### src/rtl/wave_capture_scheduler_pkg.sv
// Shared definitions for the waveform capture scheduler.
//   state_t     : FSM state encoding (legacy-compatible localparam constants)
//   ADDR_*      : plotter register map
//   trk_width() : width of a track index, never below one bit
package wave_capture_scheduler_pkg;

  typedef logic [2:0] state_t;

  localparam state_t ST_IDLE      = 3'd0;
  localparam state_t ST_CFG       = 3'd1;
  localparam state_t ST_CFG_WAIT  = 3'd2;
  localparam state_t ST_CAPTURE   = 3'd3;
  localparam state_t ST_SEL       = 3'd4;
  localparam state_t ST_SEL_WAIT  = 3'd5;
  localparam state_t ST_DATA      = 3'd6;
  localparam state_t ST_DATA_WAIT = 3'd7;

  localparam logic [3:0] ADDR_DATA = 4'd0;
  localparam logic [3:0] ADDR_SPI  = 4'd1;
  localparam logic [3:0] ADDR_CFG  = 4'd2;
  localparam logic [3:0] ADDR_SEL  = 4'd8;

  localparam int SAMPLES_PER_BYTE = 8;

  function automatic int trk_width(input int n);
    return (n > 1) ? $clog2(n) : 1;
  endfunction

endpackage

### src/rtl/wave_capture_scheduler_sample_buffer.sv
// wave_sample_buffer: sample-interval divider, sample counter and one 8-bit
// shift register per probe track.
// Ports:
//   clk, rst_n   : clock, synchronous active-low reset
//   clear        : load divider from div, clear sample count (frame start)
//   enable       : capture phase active; divider counts down
//   div          : sample interval minus 1
//   probe_in     : one bit per track
//   shreg        : captured bytes, first sample ends in bit 7
//   sample_done  : single-cycle pulse on the edge that takes the 8th sample
module wave_sample_buffer
  import wave_capture_scheduler_pkg::*;
#(
  parameter int NUM_TRACKS = 4,
  parameter int DIV_W      = 16
) (
  input  logic                       clk,
  input  logic                       rst_n,
  input  logic                       clear,
  input  logic                       enable,
  input  logic [DIV_W-1:0]           div,
  input  logic [NUM_TRACKS-1:0]      probe_in,
  output logic [NUM_TRACKS-1:0][7:0] shreg,
  output logic                       sample_done
);

  logic [DIV_W-1:0] div_q;
  logic [DIV_W-1:0] div_cnt;
  logic [3:0]       sample_cnt;
  logic             tick;

  // Terminal count of the down-counter marks a sample edge.
  assign tick        = enable && (div_cnt == '0);
  assign sample_done = tick && (sample_cnt == 4'(SAMPLES_PER_BYTE - 1));

  always_ff @(posedge clk) begin
    if (!rst_n) begin
      div_q      <= '0;
      div_cnt    <= '0;
      sample_cnt <= '0;
      shreg      <= '0;
    end else if (clear) begin
      // Interval is frozen for the whole frame so a div change cannot
      // stretch or wrap the divider mid-capture.
      div_q      <= div;
      div_cnt    <= div;
      sample_cnt <= '0;
    end else if (enable) begin
      if (tick) begin
        div_cnt    <= div_q;
        sample_cnt <= sample_cnt + 4'd1;
        for (int t = 0; t < NUM_TRACKS; t++) begin
          shreg[t] <= {shreg[t][6:0], probe_in[t]};
        end
      end else begin
        div_cnt <= div_cnt - DIV_W'(1);
      end
    end
  end

endmodule

### src/rtl/wave_capture_scheduler.sv
// Captures 8 samples of every probe track, then writes the resulting bytes to
// an OLED plotter, one page per track.
// Ports:
//   clk, rst_n    : clock, synchronous active-low reset
//   probe_in      : probe bits, already in the clk domain
//   start         : single-cycle frame request (only honoured in IDLE)
//   continuous    : restart automatically after each frame
//   div           : sample interval minus 1
//   cfg           : byte written to the plotter config register each frame
//   busy          : frame in progress
//   plot_address  : plotter register address (holds last written value)
//   plot_write    : single-cycle write strobe
//   plot_data     : plotter write data (holds last written value)
//   plot_idle     : plotter ready
//
// state      | meaning
// IDLE       | waiting for start
// CFG        | write cfg to ADDR_CFG once plotter idle
// CFG_WAIT   | one dead cycle, then wait for plotter idle
// CAPTURE    | divider running, 8 samples per track
// SEL        | write track index to ADDR_SEL once plotter idle
// SEL_WAIT   | one dead cycle, then wait for plotter idle
// DATA       | write captured byte to ADDR_DATA once plotter idle
// DATA_WAIT  | one dead cycle, then wait; next track or frame end
module wave_capture_scheduler
  import wave_capture_scheduler_pkg::*;
#(
  parameter int NUM_TRACKS = 4,
  parameter int DIV_W      = 16
) (
  input  logic                  clk,
  input  logic                  rst_n,
  input  logic [NUM_TRACKS-1:0] probe_in,
  input  logic                  start,
  input  logic                  continuous,
  input  logic [DIV_W-1:0]      div,
  input  logic [7:0]            cfg,
  output logic                  busy,
  output logic [3:0]            plot_address,
  output logic                  plot_write,
  output logic [7:0]            plot_data,
  input  logic                  plot_idle
);

  localparam int               TRK_W    = trk_width(NUM_TRACKS);
  localparam logic [TRK_W-1:0] LAST_TRK = TRK_W'(NUM_TRACKS - 1);

  state_t                       state, state_nxt;
  logic [TRK_W-1:0]             track, track_nxt;
  logic                         wait_first, wait_first_nxt;
  logic [3:0]                   addr_q;
  logic [7:0]                   data_q;
  logic                         wr_req;
  logic [3:0]                   wr_addr;
  logic [7:0]                   wr_data;
  logic [2:0]                   trk3;
  logic                         buf_clear;
  logic                         buf_enable;
  logic                         sample_done;
  logic [NUM_TRACKS-1:0][7:0]   shreg;

  wave_sample_buffer #(
    .NUM_TRACKS (NUM_TRACKS),
    .DIV_W      (DIV_W)
  ) u_buf (
    .clk         (clk),
    .rst_n       (rst_n),
    .clear       (buf_clear),
    .enable      (buf_enable),
    .div         (div),
    .probe_in    (probe_in),
    .shreg       (shreg),
    .sample_done (sample_done)
  );

  assign trk3       = 3'(track);
  assign buf_enable = (state == ST_CAPTURE);
  assign busy       = (state != ST_IDLE);

  // Write strobe is combinational on plot_idle so it can only ever fire in a
  // cycle where the plotter reports idle; the FSM leaves the write state on
  // the same edge, which keeps strobes at least two cycles apart.
  always_comb begin
    wr_req  = 1'b0;
    wr_addr = addr_q;
    wr_data = data_q;
    case (state)
      ST_CFG: begin
        wr_req  = plot_idle;
        wr_addr = ADDR_CFG;
        wr_data = cfg;
      end
      ST_SEL: begin
        wr_req  = plot_idle;
        wr_addr = ADDR_SEL;
        wr_data = {5'b0, trk3};
      end
      ST_DATA: begin
        wr_req  = plot_idle;
        wr_addr = ADDR_DATA;
        wr_data = shreg[track];
      end
      default: ;
    endcase
  end

  // Gating with rst_n suppresses a write in the very cycle reset is applied.
  assign plot_write   = rst_n && wr_req;
  assign plot_address = plot_write ? wr_addr : addr_q;
  assign plot_data    = plot_write ? wr_data : data_q;

  always_comb begin
    state_nxt      = state;
    track_nxt      = track;
    wait_first_nxt = 1'b0;
    buf_clear      = 1'b0;
    case (state)
      ST_IDLE: begin
        if (start) state_nxt = ST_CFG;
      end
      ST_CFG: begin
        if (plot_idle) begin
          state_nxt      = ST_CFG_WAIT;
          wait_first_nxt = 1'b1;
        end
      end
      ST_CFG_WAIT: begin
        if (!wait_first && plot_idle) begin
          state_nxt = ST_CAPTURE;
          buf_clear = 1'b1;
        end
      end
      ST_CAPTURE: begin
        if (sample_done) begin
          state_nxt = ST_SEL;
          track_nxt = '0;
        end
      end
      ST_SEL: begin
        if (plot_idle) begin
          state_nxt      = ST_SEL_WAIT;
          wait_first_nxt = 1'b1;
        end
      end
      ST_SEL_WAIT: begin
        if (!wait_first && plot_idle) state_nxt = ST_DATA;
      end
      ST_DATA: begin
        if (plot_idle) begin
          state_nxt      = ST_DATA_WAIT;
          wait_first_nxt = 1'b1;
        end
      end
      ST_DATA_WAIT: begin
        if (!wait_first && plot_idle) begin
          if (track == LAST_TRK) begin
            state_nxt = continuous ? ST_CFG : ST_IDLE;
          end else begin
            track_nxt = track + TRK_W'(1);
            state_nxt = ST_SEL;
          end
        end
      end
      default: state_nxt = ST_IDLE;
    endcase
  end

  always_ff @(posedge clk) begin
    if (!rst_n) begin
      state      <= ST_IDLE;
      track      <= '0;
      wait_first <= 1'b0;
      addr_q     <= '0;
      data_q     <= '0;
    end else begin
      state      <= state_nxt;
      track      <= track_nxt;
      wait_first <= wait_first_nxt;
      if (wr_req) begin
        addr_q <= wr_addr;
        data_q <= wr_data;
      end
    end
  end

endmodule

### config.mk
export PLATFORM = sky130hd
export DESIGN_NAME = wave_capture_scheduler
export DESIGN_NICKNAME = d
export VERILOG_FILES = /design/src/rtl/wave_capture_scheduler_pkg.sv /design/src/rtl/wave_capture_scheduler_sample_buffer.sv /design/src/rtl/wave_capture_scheduler.sv
export SDC_FILE = /design/constraint.sdc
export NUM_CORES = 1
export LEC_CHECK = 0
export CAP_MARGIN = 30
export CORE_AREA = 2 2 173 107
export CTS_BUF_LIST = sky130_fd_sc_hd__clkbuf_8
export DETAILED_ROUTE_END_ITERATION = 16
export DIE_AREA = 0 0 175 109
export SLEW_MARGIN = 20
export SYNTH_ARGS = -nofsm -noshare
export SYNTH_HDL_FRONTEND = slang
export SYNTH_SLANG_ARGS = --single-unit
### constraint.sdc
create_clock -name clk -period 6.4 [get_ports clk]
set_input_delay 1.28 -clock clk [delete_from_list [all_inputs] [get_ports clk]]
set_output_delay 1.28 -clock clk [all_outputs]
set_load 0.05 [all_outputs]
# Yosys cells after proc, flatten, opt, wreduce, memory -nomap -nowiden
# Cells that the tools add are included.
# W data, S select, Z words.
[totals] regBits=86 in_bits=33 output_inout_bits=14
[op_classes] add_sub_neg=3 order_cmp=1 n_eq_ne=18 mux=28 bitwise=2 reduce_logical=17
[op_table] operator="$mux W16" count=3
[op_table] operator="$mux W3" count=9
[op_table] operator="$pmux W3 S8" count=1
[op_table] operator="$pmux W8 S3" count=1
[op_table] operator="$ne A2 B2 Y1 const B" count=9
[op_table] operator="$bmux W8 S2" count=1
[op_table] operator="$logic_not A16 Y1" count=1
[op_table] operator="$mux W8" count=2
[op_table] operator="$sub A16 B1 Y16 const B" count=1
[op_table] operator="$eq A3 B3 Y1 const B" count=4
[op_table] operator="$pmux W4 S3" count=1
[op_table] operator="$reduce_and A8 Y1" count=1
[op_table] operator="$eq A3 B2 Y1 const B" count=2
[op_table] operator="$mux W2" count=3
[op_table] operator="$mux W1" count=5
[op_table] operator="$add A4 B1 Y4 const B" count=1
[op_table] operator="$eq A4 B3 Y1 const B" count=1
[op_table] operator="$logic_and A1 B1 Y1" count=4
[op_table] operator="$mux W4" count=1
[op_table] operator="$pmux W2 S2" count=1
[op_table] operator="$reduce_and A2 Y1" count=2
[op_table] operator="$reduce_and A4 Y1" count=1
[op_table] operator="$reduce_bool A2 Y1" count=2
[op_table] operator="$eq A3 B1 Y1 const B" count=1
[op_table] operator="other kinds (10)" count=11

# Depth between registers and ports, before layout
[logic_depth] depth_word=6 depth_mapped=9 depth_no_buf=7

# Hierarchy
# A second synthesis with hierarchy kept.
[hier_totals] cells_unflattened=507 hier_area_um2=4536.9
[by_module_without_submodules] module="wave_sample_buffer" n_inst=1 cells_per_inst=348 area_per_inst_um2=3210.6 seq_area_each_um2=1361.3
[by_module_without_submodules] module="wave_capture_scheduler" n_inst=1 cells_per_inst=159 area_per_inst_um2=1326.3 seq_area_each_um2=360.3

# Least setup slack after synthesis
# OpenSTA, ideal clock, no wires.
[synth_timing] path_kind="in2out" startpoint="in rst_n" endpoint="out plot_address[1]" t_arrival_ps=2721 required_ps=5120 setup_slack_ps=2399 path_stages=4 n_path_buf=1 cell_sequence="and2_1 > clkbuf_1 > a21oi_1 > o21ai_0"
[synth_between] elab_chain_cells=2
[synth_rtl] item="from (decl)" line_no="wave_capture_scheduler.sv:32" text="input logic rst_n,"
[synth_rtl] item="$logic_and A1 B1 Y1" line_no="wave_capture_scheduler.sv:108" text="assign plot_write = rst_n && wr_req;"
[synth_rtl] item="$mux W4" line_no="wave_capture_scheduler.sv:109" text="assign plot_address = plot_write ? wr_addr : addr_q;"
[synth_rtl] item="to (decl)" line_no="wave_capture_scheduler.sv:39" text="output logic [3:0] plot_address,"
# Every way passes these cells.

# Worst setup path in the final report
[layout_timing] startpoint="in plot_idle" endpoint="out plot_data[2]"
[layout_between] elab_chain_cells=3
[layout_rtl] item="from (decl)" line_no="wave_capture_scheduler.sv:42" text="input logic plot_idle"
[layout_rtl] item="$mux W1" line_no="wave_capture_scheduler.sv:87" text="case (state)"
[layout_rtl] item="$logic_and A1 B1 Y1" line_no="wave_capture_scheduler.sv:108"
[layout_rtl] item="$mux W8" line_no="wave_capture_scheduler.sv:110" text="assign plot_data = plot_write ? wr_data : data_q;"
[layout_rtl] item="to (decl)" line_no="wave_capture_scheduler.sv:41" text="output logic [7:0] plot_data,"
# Every way passes these cells.

==> flow_summary.json <==
{
  "synth_top_cell_by_area": "sky130_fd_sc_hd__dfxtp_1",
  "globalRoute.totalOverflow": 0,
  "ys_seq_area_share_pct": 39.8,
  "grt_pass1_wl_um": 18500,
  "postCtsHoldBufs": 0,
  "cap_violations": 0,
  "clock.fmax_ghz": 0.195,
  "setup_tns_ns": 0,
  "floorplan.core_area_sq_um": 17600,
  "drt_drc_violations_left": 0,
  "setup_slack_ns": 1.28,
  "timing.critical_path.from_type": "input pin",
  "number_of_hold_violations_in_the_final_report": 0,
  "gp_routability_congestion": 0.837,
  "max-vdd-ir-drop_mv": 0.157,
  "clk-insertion-delay-late_ns": 0.37,
  "post_drt_wl_per_cell_um": 14.4,
  "num-nets-final": 591,
  "synthArstFlopShare_pct": 0,
  "post_cts_buffers": 0,
  "worstPathRequired_ns": 5.12,
  "synthMostInstantiatedCell": "sky130_fd_sc_hd__nand2_1",
  "design.die.area_sq_um": 19100,
  "worst-slew-pin-transition_ns": 0.728,
  "ctsLongestPathBuffers": 2,
  "status": "finished clean",
  "sequential_cell_area_sq_um": 1720,
  "cts.repair.resized": 0,
  "yosys_warnings": 0,
  "rows": 38,
  "cp-end-kind": "output port",
  "crit_path_max_fanout": 19,
  "h_tree_depth_reported_by_cts": 3,
  "dp_worst_setup_slack_ns": 1.25,
  "yosys-top-cells-area": "sky130_fd_sc_hd__dfxtp_1 (40%), sky130_fd_sc_hd__nand2_1 (10%), sky130_fd_sc_hd__a21oi_1 (8.0%)",
  "floorplan.initialDensity_pct": 24.5,
  "synthDistinctLibCells": 58,
  "setup.worst_path.class": "in2out",
  "global_route.usage.total_pct": 12.3,
  "max_slew_margin_pct": 51.3,
  "syn_inst": 520,
  "clock_tree_from_tritoncts": "yes",
  "largest_net_degree_at_the_start_of_global_routing": 46,
  "min_period_over_period_pct": 80.0,
  "grt_antenna_before_repair": 0,
  "drt_first_iter_violations": 454,
  "io_buffer_count": 46,
  "synthToLayoutAreaGrowth_pct": 19.6,
  "cts.sink_count": 86,
  "synth_top_cells_by_count": "sky130_fd_sc_hd__nand2_1 (115), sky130_fd_sc_hd__dfxtp_1 (86), sky130_fd_sc_hd__a21oi_1 (69)",
  "cp.arrival_ns": 3.84,
  "leakagePower_nw": 1.88,
  "cts_inserted_buffers": 9,
  "cts_root_buffer": "sky130_fd_sc_hd__clkbuf_8",
  "post-dp-hpwl_um": 8130,
  "multi_input_area_sq_um": 2390,
  "synthesis.area_sq_um": 4330,
  "post_layout_min_period_ns": 5.12,
  "mean_number_of_vias_per_cell": 4.88,
  "ioPinCount": 47,
  "cellPowerDensity_nw_per_um2": 377,
  "diodes": 0,
  "cts.reportedPaths.clkPinSlew_ns": 0.08,
  "detail_route.first_pass.iterations": 5,
  "final_max_slew_viol_count": 0,
  "ant_nets": 0,
  "hold_path_class": "reg2reg",
  "fill_cells": 1851,
  "grt_pass1_vias": 3429,
  "ys_seq_elements": 86,
  "syn_avg_cell_area_sq_um": 8.32,
  "synthDominantCellAreaShare_pct": 39.8,
  "fin_skew_ns": 0.0136,
  "fp.dieW_um": 175,
  "syn_nets": 561,
  "detail_route.wirelength_um": 11400,
  "vias": 3878,
  "setup_viol_count_final": 0,
  "final_layout_size_suffix_gt1_share_pct": 7.93,
  "edff_count_synth": 0,
  "rsz0062_at_grt": "no",
  "synth_ff_type": "sky130_fd_sc_hd__dfxtp_1",
  "floorplan.die.height_um": 109
}
-- final cells by class --
cell class	count	share of cell area, %
Multi-Input combinational cell	385	46.1
Sequential cell	86	33.3
Timing Repair Buffer	56	10.5
Tap cell	240	5.80
Clock buffer	10	2.66
Inverter	12	0.871
Clock inverter	6	0.750
-- path summary, 6_finish.rpt --
kind	slack (ns)	cells past startpoint	startpoint	end
max	1.28	6	plot_idle	plot_data[2]
min	0.46	2	u_buf.div_q[0]$_SDFFE_PN0P_	u_buf.div_q[0]$_SDFFE_PN0P_
max reg2reg	3.76	9	state[0]$_SDFFE_PN0P_	u_buf.shreg[2]$_SDFFE_PN0P_
min reg2reg	0.46	2	u_buf.div_q[0]$_SDFFE_PN0P_	u_buf.div_q[0]$_SDFFE_PN0P_
-- flip-flops by register name, summed over array words and instances, names as in the netlist --
register	flops
u_buf.sample_cnt	4
u_buf.shreg	32
u_buf.div_cnt	16
state	3
data_q	8
u_buf.div_q	16
addr_q	4
track	2
wait_first	1
-- metal layers --
layer / part of all wire (%) / up-vias / track usage (%)
met3: 6.9 / 8 / 3.94
met1: 57 / 1827 / 20.0
li1: - / 1915 / -
met5: 0 / - / 0
met4: 0.63 / 0 / 2.38
met2: 36 / 128 / 15.0
-- worst max-delay path, stage by stage --
cell and delay (ns):
sky130_fd_sc_hd__clkdlybuf4s50_1 0.59, sky130_fd_sc_hd__and2_1 0.26, sky130_fd_sc_hd__nand2_1 0.37, sky130_fd_sc_hd__a221oi_1 0.41
sky130_fd_sc_hd__a21o_1 0.12, sky130_fd_sc_hd__clkdlybuf4s50_1 0.79
-- logic make-up after synthesis --
family | after synthesis | synth area share, %
multiplexers | 15 | 5.79
buffers and inverters | 49 | 5.03
adder cells (fa/ha/maj) | 8 | 2.31
flip-flops | 86 | 39.8
AND/OR/NAND/NOR | 192 | 20.8
AO/OA/AOI/OAI | 157 | 23.6
XOR/XNOR | 13 | 2.63
-- per-stage QoR --
stage / total power, mW / instances / hold slack, ns / util, % / cell area (sq um)
after global placement: 1.60 / 776 / 0.435 / 28.2 / 4970
after floorplan: 1.40 / 520 / 0.421 / - / 4330
after global routing: 2.09 / 795 / 0.475 / 29.3 / 5170
final: 1.95 / 795 / 0.457 / 29.3 / 5170
after detailed placement: 1.60 / 778 / 0.442 / 28.3 / 4990
after CTS: 1.96 / 794 / 0.460 / 29.3 / 5170
-- power breakdown --
part,switching (mW),internal [mW]
logic,0.561,0.361
clock network,0.205,0.150
registers,0.0754,0.598
total,0.841,1.11
-- cells in the final DEF, fill, tap and decap left out, drive strengths merged, types with 10 or more instances in the layout --
cell | netlist | routed
clkdlybuf4s50 | 0 | 46
o21ai | 14 | 14
a21oi | 70 | 70
dfxtp | 86 | 86
nor2 | 26 | 26
nor3 | 11 | 11
clkbuf | 23 | 10
o221ai | 14 | 14
nand2 | 116 | 116
buf | 14 | 10
xnor2 | 11 | 11
inv | 11 | 14
a21o | 16 | 16
No activity file was read; power rests on OpenSTA's default activity.
